<file path="src/rtl/cla_pipe_adder.sv">
// Two-stage pipelined carry-lookahead adder with valid/ready handshake on both sides.
// Define CLA_PIPE_OVF_EN to enable the signed-overflow output; otherwise ovf is tied 0.
module cla_pipe_adder #(
    parameter int unsigned WIDTH = 16,
    parameter int unsigned GROUP = 4
) (
    input  logic             clk,
    input  logic             rst_n,
    input  logic             in_valid,
    output logic             in_ready,
    input  logic [WIDTH-1:0] a,
    input  logic [WIDTH-1:0] b,
    input  logic             cin,
    output logic             out_valid,
    input  logic             out_ready,
    output logic [WIDTH-1:0] sum,
    output logic             cout,
    output logic             ovf
);
    localparam int unsigned NG = WIDTH / GROUP;

    logic             r_s1_valid;
    logic             r_s2_valid;
    logic [WIDTH-1:0] r_s1_p;
    logic [WIDTH-1:0] r_s1_g;
    logic [NG-1:0]    r_s1_gp;
    logic [NG-1:0]    r_s1_gg;
    logic             r_s1_cin;
    logic [WIDTH-1:0] r_sum;
    logic             r_cout;

    logic [WIDTH-1:0] w_p;
    logic [WIDTH-1:0] w_g;
    logic [NG-1:0]    w_gp;
    logic [NG-1:0]    w_gg;
    logic [NG:0]      w_c;
    logic [WIDTH-1:0] w_sum;
    logic             w_run;
    logic             w_acc;
    logic             w_bc;
    logic             w_s2_free;
    logic             w_s2_load;
    logic             w_s1_load;

    assign w_s2_free = !r_s2_valid | out_ready;
    assign w_s2_load = r_s1_valid & w_s2_free;
    assign in_ready  = !r_s1_valid | w_s2_free;
    assign w_s1_load = in_valid & in_ready;

    assign out_valid = r_s2_valid;
    assign sum       = r_sum;
    assign cout      = r_cout;

    always_comb begin
        w_p  = a ^ b;
        w_g  = a & b;
        w_gp = '0;
        w_gg = '0;
        for (int unsigned k = 0; k < NG; k++) begin
            w_gp[k] = 1'b1;
            for (int unsigned m = 0; m < GROUP; m++) begin
                w_gg[k] = w_g[k*GROUP+m] | (w_p[k*GROUP+m] & w_gg[k]);
                w_gp[k] = w_gp[k] & w_p[k*GROUP+m];
            end
        end
    end

    // Each group carry is the flattened sum-of-products over all lower groups and cin,
    // so no group carry depends on another group carry.
    always_comb begin
        w_c    = '0;
        w_c[0] = r_s1_cin;
        w_run  = 1'b0;
        w_acc  = 1'b0;
        w_bc   = 1'b0;
        w_sum  = '0;
        for (int unsigned k = 0; k < NG; k++) begin
            w_run = 1'b1;
            w_acc = 1'b0;
            for (int unsigned j = 0; j <= k; j++) begin
                w_acc = w_acc | (w_run & r_s1_gg[k-j]);
                w_run = w_run & r_s1_gp[k-j];
            end
            w_c[k+1] = w_acc | (w_run & r_s1_cin);
        end
        for (int unsigned k = 0; k < NG; k++) begin
            w_bc = w_c[k];
            for (int unsigned m = 0; m < GROUP; m++) begin
                w_sum[k*GROUP+m] = r_s1_p[k*GROUP+m] ^ w_bc;
                w_bc = r_s1_g[k*GROUP+m] | (r_s1_p[k*GROUP+m] & w_bc);
            end
        end
    end

    always_ff @(posedge clk or negedge rst_n) begin
        if (!rst_n) begin
            r_s1_valid <= 1'b0;
            r_s2_valid <= 1'b0;
            r_s1_p     <= '0;
            r_s1_g     <= '0;
            r_s1_gp    <= '0;
            r_s1_gg    <= '0;
            r_s1_cin   <= 1'b0;
            r_sum      <= '0;
            r_cout     <= 1'b0;
        end else begin
            if (w_s1_load) begin
                r_s1_valid <= 1'b1;
            end else if (w_s2_load) begin
                r_s1_valid <= 1'b0;
            end
            if (w_s2_free) begin
                r_s2_valid <= r_s1_valid;
            end
            if (w_s1_load) begin
                r_s1_p   <= w_p;
                r_s1_g   <= w_g;
                r_s1_gp  <= w_gp;
                r_s1_gg  <= w_gg;
                r_s1_cin <= cin;
            end
            if (w_s2_load) begin
                r_sum  <= w_sum;
                r_cout <= w_c[NG];
            end
        end
    end

`ifdef CLA_PIPE_OVF_EN
    logic r_s1_amsb;
    logic r_s1_bmsb;
    logic r_ovf;

    always_ff @(posedge clk or negedge rst_n) begin
        if (!rst_n) begin
            r_s1_amsb <= 1'b0;
            r_s1_bmsb <= 1'b0;
            r_ovf     <= 1'b0;
        end else begin
            if (w_s1_load) begin
                r_s1_amsb <= a[WIDTH-1];
                r_s1_bmsb <= b[WIDTH-1];
            end
            if (w_s2_load) begin
                r_ovf <= (r_s1_amsb == r_s1_bmsb) & (w_sum[WIDTH-1] != r_s1_amsb);
            end
        end
    end

    assign ovf = r_ovf;
`else
    assign ovf = 1'b0;
`endif

endmodule

</file>
<file path="config.mk">
export PLATFORM = sky130hd
export DESIGN_NAME = cla_pipe_adder
export DESIGN_NICKNAME = d
export VERILOG_FILES = /design/src/rtl/cla_pipe_adder.sv
export SDC_FILE = /design/constraint.sdc
export NUM_CORES = 1
export LEC_CHECK = 0
export ABC_AREA = 1
export CORE_MARGIN = 5
export CORE_UTILIZATION = 30
export DETAILED_ROUTE_END_ITERATION = 16
export RECOVER_POWER = 100
export SLEW_MARGIN = 15
export SYNTH_ARGS = -nofsm -noshare
export SYNTH_HDL_FRONTEND = slang
export SYNTH_SLANG_ARGS = --single-unit
</file>
<file path="constraint.sdc">
create_clock -name clk -period 2.45 [get_ports clk]
set_input_delay 0.735 -clock clk [delete_from_list [all_inputs] [get_ports clk]]
set_output_delay 0.735 -clock clk [all_outputs]
set_load 0.02 [all_outputs]
</file>
# == After elaboration in Yosys (flattened, before gate mapping) ==
# Index checks and enable logic that the tools add are counted.
# op_classes
n_addsub,0
n_mul,0
n_div,0
n_lt_le_gt_ge,0
n_eq_ne,0
shift,0
muxes,2
bitwise,108
reduce_logical,3
# op_table
op,count
1-bit AND,54
1-bit OR,36
16-bit AND,1
1-bit bitwise XOR,16
16-bit bitwise XOR,1
1-bit zero test,2
1-bit 2-to-1 mux,2
2-bit nonzero test,1
# totals
register_bits,59
latchBits,0
mem_bits_rw,0
romBits,0
in_bits,37
word_cells,122
memories,0

# == Logic depth before layout (Yosys ltp) ==
# Gate-level depths: netlist of run 1.
# depth
word_depth,11
mapped_depth,14
depth_no_buf,14

# == Least setup slack after synthesis of run 1 ==
# OpenSTA, ideal clock, no wires.
# synth_timing
kind,reg-to-reg
from,reg r_s1_cin
to,"reg r_sum[15], in the netlist sum[15]"
setup_ns,0.127
arrival_ns,2.058
path_slack_ns,0.265
stages_incl_launch_ff,15
path_cell_list,dfrtp_1 nand2_1 nand2_1 nand2_1 nand2_1 nand2_1 nand2_1 ha_1 or2_2 ha_1 or2_2 ha_1 nor2_1 xor2_1 o21ai_0
# synth_via
elab_chain_cells,9
# synth_rtl
item,line,rtl
"start, declared",28,logic r_s1_cin;
"start signal, assigned",120,r_s1_cin <= cin;
1-bit AND,84,w_c[k+1] = w_acc | (w_run & r_s1_cin);
1-bit OR,84,
1-bit AND,90,w_bc = r_s1_g[k*GROUP+m] | (r_s1_p[k*GROUP+m] & w_bc);
1-bit OR,90,
1-bit AND,90,
1-bit OR,90,
1-bit AND,90,
1-bit OR,90,
1-bit bitwise XOR,89,w_sum[k*GROUP+m] = r_s1_p[k*GROUP+m] ^ w_bc;
"end signal, assigned",123,r_sum <= w_sum;
"end, declared",29,logic [WIDTH-1:0] r_sum;
# No other way between the ends.
# A chain may end at the register's enable or synchronous reset.

# == Final worst setup path of run 1 ==
# layout_timing
from,in out_ready
to,out in_ready
# layout_via
elab_chain_cells,2
# layout_rtl
item,line,rtl
"start, declared",15,"input logic out_ready,"
1-bit OR,45,assign w_s2_free = !r_s2_valid | out_ready;
1-bit OR,47,assign in_ready = !r_s1_valid | w_s2_free;
"end, declared",10,"output logic in_ready,"
# No other way between the ends.

==> results.yml, run 1 <==
run_status:
  status: "completed"
route:
  vias_per_cell: 4.46
  dr.pass1.iters: 4
  route.detailed.drc: 0
  wl_per_cell_um: 12.2
  via_count: 2179
  wirelength_mm: 5.99
  dr.first_iter.drc_count: 86
  ant_nets: 0
clock_network:
  clockBufferDepth: 2
  clk_latency_ns: 0.31
  cts_buffers: 5
  path_clk_slew_ns: 0.10
  clk_root_buffer_cell: "clkbuf_8"
  ctsHoldBuffers: 0
  numClockSinks: 56
  htree_levels: 2
  cts_tree: "yes"
sta:
  max-slew-margin-rel_pct: 11.0
  worst_pin_slew_ns: 1.34
  setup_violations: 0
  drv_slew: 0
  hold_viol_final: 0
  fmax_mhz: 421
  final.min_clock_period_ns: 2.38
  fin_ws_ns: 0.0725
  setup_tns_ns: 0
  worst_hold_slack_ns: 0.285
  fin_skew_ns: 0.00723
  period_share_pct: 97.0
power_and_ir_drop:
  power_density_nw_per_um2: 806
  p_leak_nw: 1.84
  peakVddDrop_v: 0.000251
setup_path:
  worstSetupStartpointType: "primary input"
  cp.required_ns: 1.71
  cp_max_fo: 2
  end_kind: "output port"
  criticalPathCategory: "primary input to output port"
  worstPathArrival_ns: 1.64
yosys:
  syn_area_um2: 2810
  synth_cell_type_count: 19
  syn_inst: 319
  yosysSeqAreaShare_pct: 50.0
  synth_area_per_cell_um2: 8.79
  synth_warnings: 0
  synth_fp_nets: 384
  synth-seq-cells: 56
die:
  ios: 57
  die_w_um: 107
  die_area_um2: 11400
  core_um2: 9200
  initial_core_util_pct: 30.5
  floorplan.rows: 35
  fp.dieH_um: 107
run:
  cap_violations: 0
finish:
  postLayoutCoreUtil_pct: 38.6
  fin_nets: 442
  syn_to_final_growth_pct: 26.6
  stdcell_count: 489
  layout-drive-gt1-share_pct: 7.14
  n_antenna_cell: 0
global_routing:
  grt_pass1_wl_mm: 10.2
  overflow: 0
  globalRouteTotalUtil_pct: 11.1
  antenna_found_initial: 0
  grt_pass1_vias: 2267
  grt_max_degree: 31
worst_hold_path:
  hold_class: "primary input to asynchronous set/reset pin"
place:
  dpl.cell_count: 479
  io_buffers: 55
  pre_cts_ws_ns: -0.195
  finalWeightedCongestion: 0.775
  hpwl_mm: 4.47
## where the power goes
part | switching (mW) | leakage (nW) | internal, mW
sequential | 0.125 | 0.699 | 1.14
combinational | 0.529 | 1.08 | 0.468
clock | 0.295 | 0.0552 | 0.304
## layout make-up
| type | count | area, µm² |
|---|---|---|
| flip-flops and latches | 56 | 1400 |
| multi-input cells | 238 | 1260 |
| clock buffers | 6 | 72.6 |
| fillers | 970 | 5650 |
| well taps | 111 | 139 |
| inverters | 13 | 48.8 |
| repair buffers | 63 | 596 |
| clock inverters | 2 | 35.0 |
## worst max-delay path, stage by stage
cell	delay [ns]
clkdlybuf4s50_1	0.45
inv_1	0.07
nand3_4	0.06
dlygate4sd2_1	0.33
## through the flow
| step | area [µm²] | total power, mW |
|---|---|---|
| after floorplan | 2810 | 1.83 |
| after global placement | 3440 | 2.28 |
| after detailed placement | 3440 | 2.29 |
| after CTS | 3550 | 2.90 |
| after global routing | 3550 | 3.06 |
| final | 3550 | 2.86 |
## cells in the mapped netlist
cell      instances  area (µm²)
nand4_1           4        25.0
inv_1            11        41.3
buf_6             7        78.8
nand3_4           1        17.5
nand2_1         156         586
o21ai_1           6        30.0
nor2_1            6        22.5
xor2_1            4        35.0
ha_1             28         350
buf_2             4        20.0
dfrtp_1          56        1400
inv_2             2        7.51
nand3b_1          3        22.5
nand3_1          14        70.1
nand2_2           1        6.26
conb_1            1        3.75
o21ai_0           6        30.0
buf_4             1        7.51
or2_2             8        50.1
## cell families (layout without fill, tap and decap cells)
kind of cell	count (synthesis)	after routing	synth area share, %
other	1	1	0.134
buffers and inverters	25	84	5.53
DFF	56	56	50.0
xor gates and xnor gates	4	4	1.25
adders and majority gates	28	28	12.5
and+or+nand+nor	193	193	28.5
AOI/OAI and AO/OA	12	12	2.14
## repair_timing
| action | in CTS | in global routing |
|---|---|---|
| pin swaps | 0 | 5 |
| gates resized for setup | 1 | 6 |
| setup buffers | 0 | 2 |
| setup endpoints to repair | 1 | 2 |
## registers in the layout, summed over array words and instances (netlist names)
| name | count |
|---|---|
| r_s1_p | 16 |
| sum | 16 |
| r_s1_g | 12 |
| r_s1_gg | 4 |
| r_s1_gp | 4 |
| cout | 1 |
| out_valid | 1 |
| r_s1_cin | 1 |
| r_s1_valid | 1 |
## layout by cell type, fill, tap and decap left out
cell	netlist	routed
nand2_2	1	3
clkdlybuf4s50_1	0	53
ha_1	28	27
o21ai_1	6	4
conb_1	1	1
xor2_1	4	4
nand2_1	156	154
ha_2	0	1
inv_2	2	1
nand3b_1	3	3
dfrtp_1	56	56
o21ai_0	6	8
dlymetal6s4s_1	0	1
nand3_4	1	1
clkinv_2	0	1
clkbuf_2	0	2
dlygate4sd2_1	0	1
nand3_1	14	14
nand4_1	4	4
or2_2	8	8
nor2_2	0	1
nor2_1	6	5
clkbuf_1	0	4
clkbuf_8	0	5
inv_1	11	12
buf_4	1	3
bufinv_16	0	1
## layer usage
layer	vias up	GRT usage (%)	wire length [µm]
li1	1119	-	-
met1	1010	14.1	2750
met2	40	18.6	2860
met3	10	2.53	269
met4	0	3.56	101
met5	-	0	0
## final timing paths
kind	startpoint	depth (start not counted)	slack, ns	to
min in group clk	r_s1_g[8]	2	0.48	r_s1_g[8]
hold reg to reg	r_s1_g[8]	2	0.48	r_s1_g[8]
setup / recovery	out_ready	4	0.07	in_ready
hold / removal	rst_n	1	0.28	sum[4]
max in group asynchronous	rst_n	2	0.51	r_s1_p[2]
setup reg to reg	r_s1_cin	14	0.13	sum[15]
No activity file was read; power rests on OpenSTA's default activity.
==> inputs of run 2 (changes only) <==
--- a/config.mk
+++ b/config.mk
@@ -6,7 +6,7 @@
 export NUM_CORES = 1
 export LEC_CHECK = 0
 export ABC_AREA = 1
-export CORE_MARGIN = 5
+export CORE_MARGIN = 10
 export CORE_UTILIZATION = 30
 export DETAILED_ROUTE_END_ITERATION = 16
 export RECOVER_POWER = 100
==> results.yml, run 2 (same netlist as run 1, synthesis figures left out) <==
power_and_ir_drop:
  power_frac_clock_pct: 17.9
  pwr-share-seq_pct: 46.2
  peakVddDrop_v: 0.000262
  p_leak_nw: 1.85
  combPwrFrac_pct: 36.0
  finalPower_mw: 2.72
  power_density_nw_per_um2: 765
  p_int_mw: 1.76
  p_switching_mw: 0.953
  switching_share_pct: 35.1
die:
  ios: 57
  initial_core_util_pct: 30.6
  die_area_um2: 13600
  floorplan.rows: 35
  fp.dieH_um: 117
  core_um2: 9150
  die_w_um: 117
finish:
  layout-drive-gt1-share_pct: 7.61
  layout_commonest_cell: "nand2_1"
  layout.cells.most_common_list: "nand2_1 (154), dfrtp_1 (56), clkdlybuf4s50_1 (35)"
  n_antenna_cell: 0
  syn_to_final_growth_pct: 26.6
  fillers: 929
  fin_nets: 446
  fin_area_um2: 3550
setup_path:
  slowest_delay_ns: 0.45
  worstPathArrival_ns: 1.65
  worstSetupStartpointType: "primary input"
  cp.required_ns: 1.71
  cp_slowest_cell: "clkdlybuf4s50_1"
  end_kind: "output port"
  worstPathCellList: "clkdlybuf4s50_1 > inv_1 > nand3_4 > dlygate4sd2_1"
  criticalPathCategory: "primary input to output port"
  critPathTopFamily: "buffers and inverters"
  cp.buffers_inverters: 3
  cp_max_fo: 2
place:
  io_buffers: 55
  finalWeightedCongestion: 0.782
  pre_cts_ws_ns: -0.193
  placed_area_um2: 3460
  hpwl_mm: 4.82
global_routing:
  globalRouteTotalUtil_pct: 9.74
  grt_max_degree: 57
  overflow: 0
  antenna_found_initial: 0
  grt_pass1_wl_mm: 10.6
  grt_pass1_vias: 2244
clock_network:
  ctsHoldBuffers: 0
  clk_latency_ns: 0.31
  path_clk_slew_ns: 0.09
  htree_levels: 2
  numClockSinks: 56
  cts_tree: "yes"
  cts_buffers: 5
  clk_root_buffer_cell: "clkbuf_8"
  clockBufferDepth: 2
route:
  via_count: 2200
  route.detailed.drc: 0
  ant_nets: 0
  dr.pass1.iters: 4
  wirelength_mm: 6.35
  dr.first_iter.drc_count: 93
  vias_per_cell: 4.47
  wl_per_cell_um: 12.9
sta:
  fin_ws_ns: 0.0677
  drv_slew: 0
  period_share_pct: 97.2
  max-slew-margin-rel_pct: 6.94
  fin_skew_ns: 0.00586
  hold_viol_final: 0
  fmax_mhz: 420
  final.min_clock_period_ns: 2.38
  setup_violations: 0
  worst_pin_slew_ns: 1.40
run_status:
  status: "completed"
worst_hold_path:
  hold_class: "flip-flop to flip-flop"
run:
  cap_violations: 0
==> run 2: cell types whose count changed in the layout (fill, tap and decap cells not counted), moves of 2 or more <==
cell and change:
o21ai_1 -2, clkdlybuf4s50_1 -18, o21ai_0 +2, dlygate4sd3_1 +18
==> run 2: timing repair <==
item | CTS | global route
gates resized for setup | 1 | 4
setup buffers | 0 | 3
pin swaps | 0 | 4
endpoints found under the setup margin | 1 | 2
==> run 2: power groups by stage <==
stage                     Clock [mW]  Combinational [mW]  Sequential [mW]
after floorplan                    0               0.412             1.42
final                          0.486               0.977             1.25
after global routing           0.554                1.11             1.28
after CTS                      0.511                1.04             1.26
after global placement             0                1.03             1.27
after detailed placement           0                1.04             1.28
==> run 2: per-stage QoR <==
| step | TNS (ns) | hold WS (ns) | std cells | utilization, % |
|---|---|---|---|---|
| 4_1_cts | 0 | 0.484 | 489 | 38.7 |
| 3_3_place_gp | -0.196 | 0.455 | 482 | 37.8 |
| 3_5_place_dp | -0.193 | 0.459 | 482 | 37.8 |
| 6_report | 0 | 0.478 | 492 | 38.8 |
| 2_1_floorplan | 0 | 0.439 | 319 | - |
| 5_1_grt | -0.00536 | 0.509 | 492 | 38.8 |
==> run 2: path summary, 6_finish.rpt <==
check	start	to	slack, ns	cells past startpoint
worst max-delay path	out_ready	in_ready	0.07	4
worst min-delay path	r_s1_g[4]	r_s1_g[4]	0.48	2
worst max register to register	r_s1_cin	sum[15]	0.15	14
worst min register to register	r_s1_g[4]	r_s1_g[4]	0.48	2
max in group asynchronous	rst_n	sum[11]	0.79	2
min in group asynchronous	rst_n	sum[5]	0.81	2
==> run 2: cell type report <==
cell class / count / area (µm²) / area share (%)
clock inverter: 2 / 12.5 / 0.352
tap: 111 / 139 / 3.91
multi-input combinational: 238 / 1250 / 35.3
timing repair buffer: 67 / 627 / 17.7
inverter: 13 / 48.8 / 1.37
sequential: 56 / 1400 / 39.5
clock buffer: 5 / 68.8 / 1.94
==> run 2: worst reg2reg max path: cells and delay by family (launching register included) <==
kind            cells  cell delay, ns
xor+xnor            1            0.14
compound gates      1            0.07
simple gates        9            1.06
fa+ha+maj           3            0.52
flops               1            0.40
==> run 2: routing by layer <==
metal / part of all wire, % / global-route usage (%) / wire, µm / vias up
met5: 0 / 0 / 0 / -
met4: 0.80 / 2.64 / 51 / 0
met3: 6.8 / 3.54 / 429 / 4
met2: 46 / 15.3 / 2910 / 47
met1: 47 / 12.4 / 2960 / 1024
li1: - / - / - / 1125
==> inputs of run 3 (changes only) <==
--- a/config.mk
+++ b/config.mk
@@ -8,6 +8,7 @@
 export ABC_AREA = 1
 export CORE_MARGIN = 10
 export CORE_UTILIZATION = 30
+export CTS_CLUSTER_DIAMETER = 40
 export DETAILED_ROUTE_END_ITERATION = 16
 export RECOVER_POWER = 100
 export SLEW_MARGIN = 15
==> results of run 3 <==
No change in the layout: final DEF, timing and power equal those of run 2.
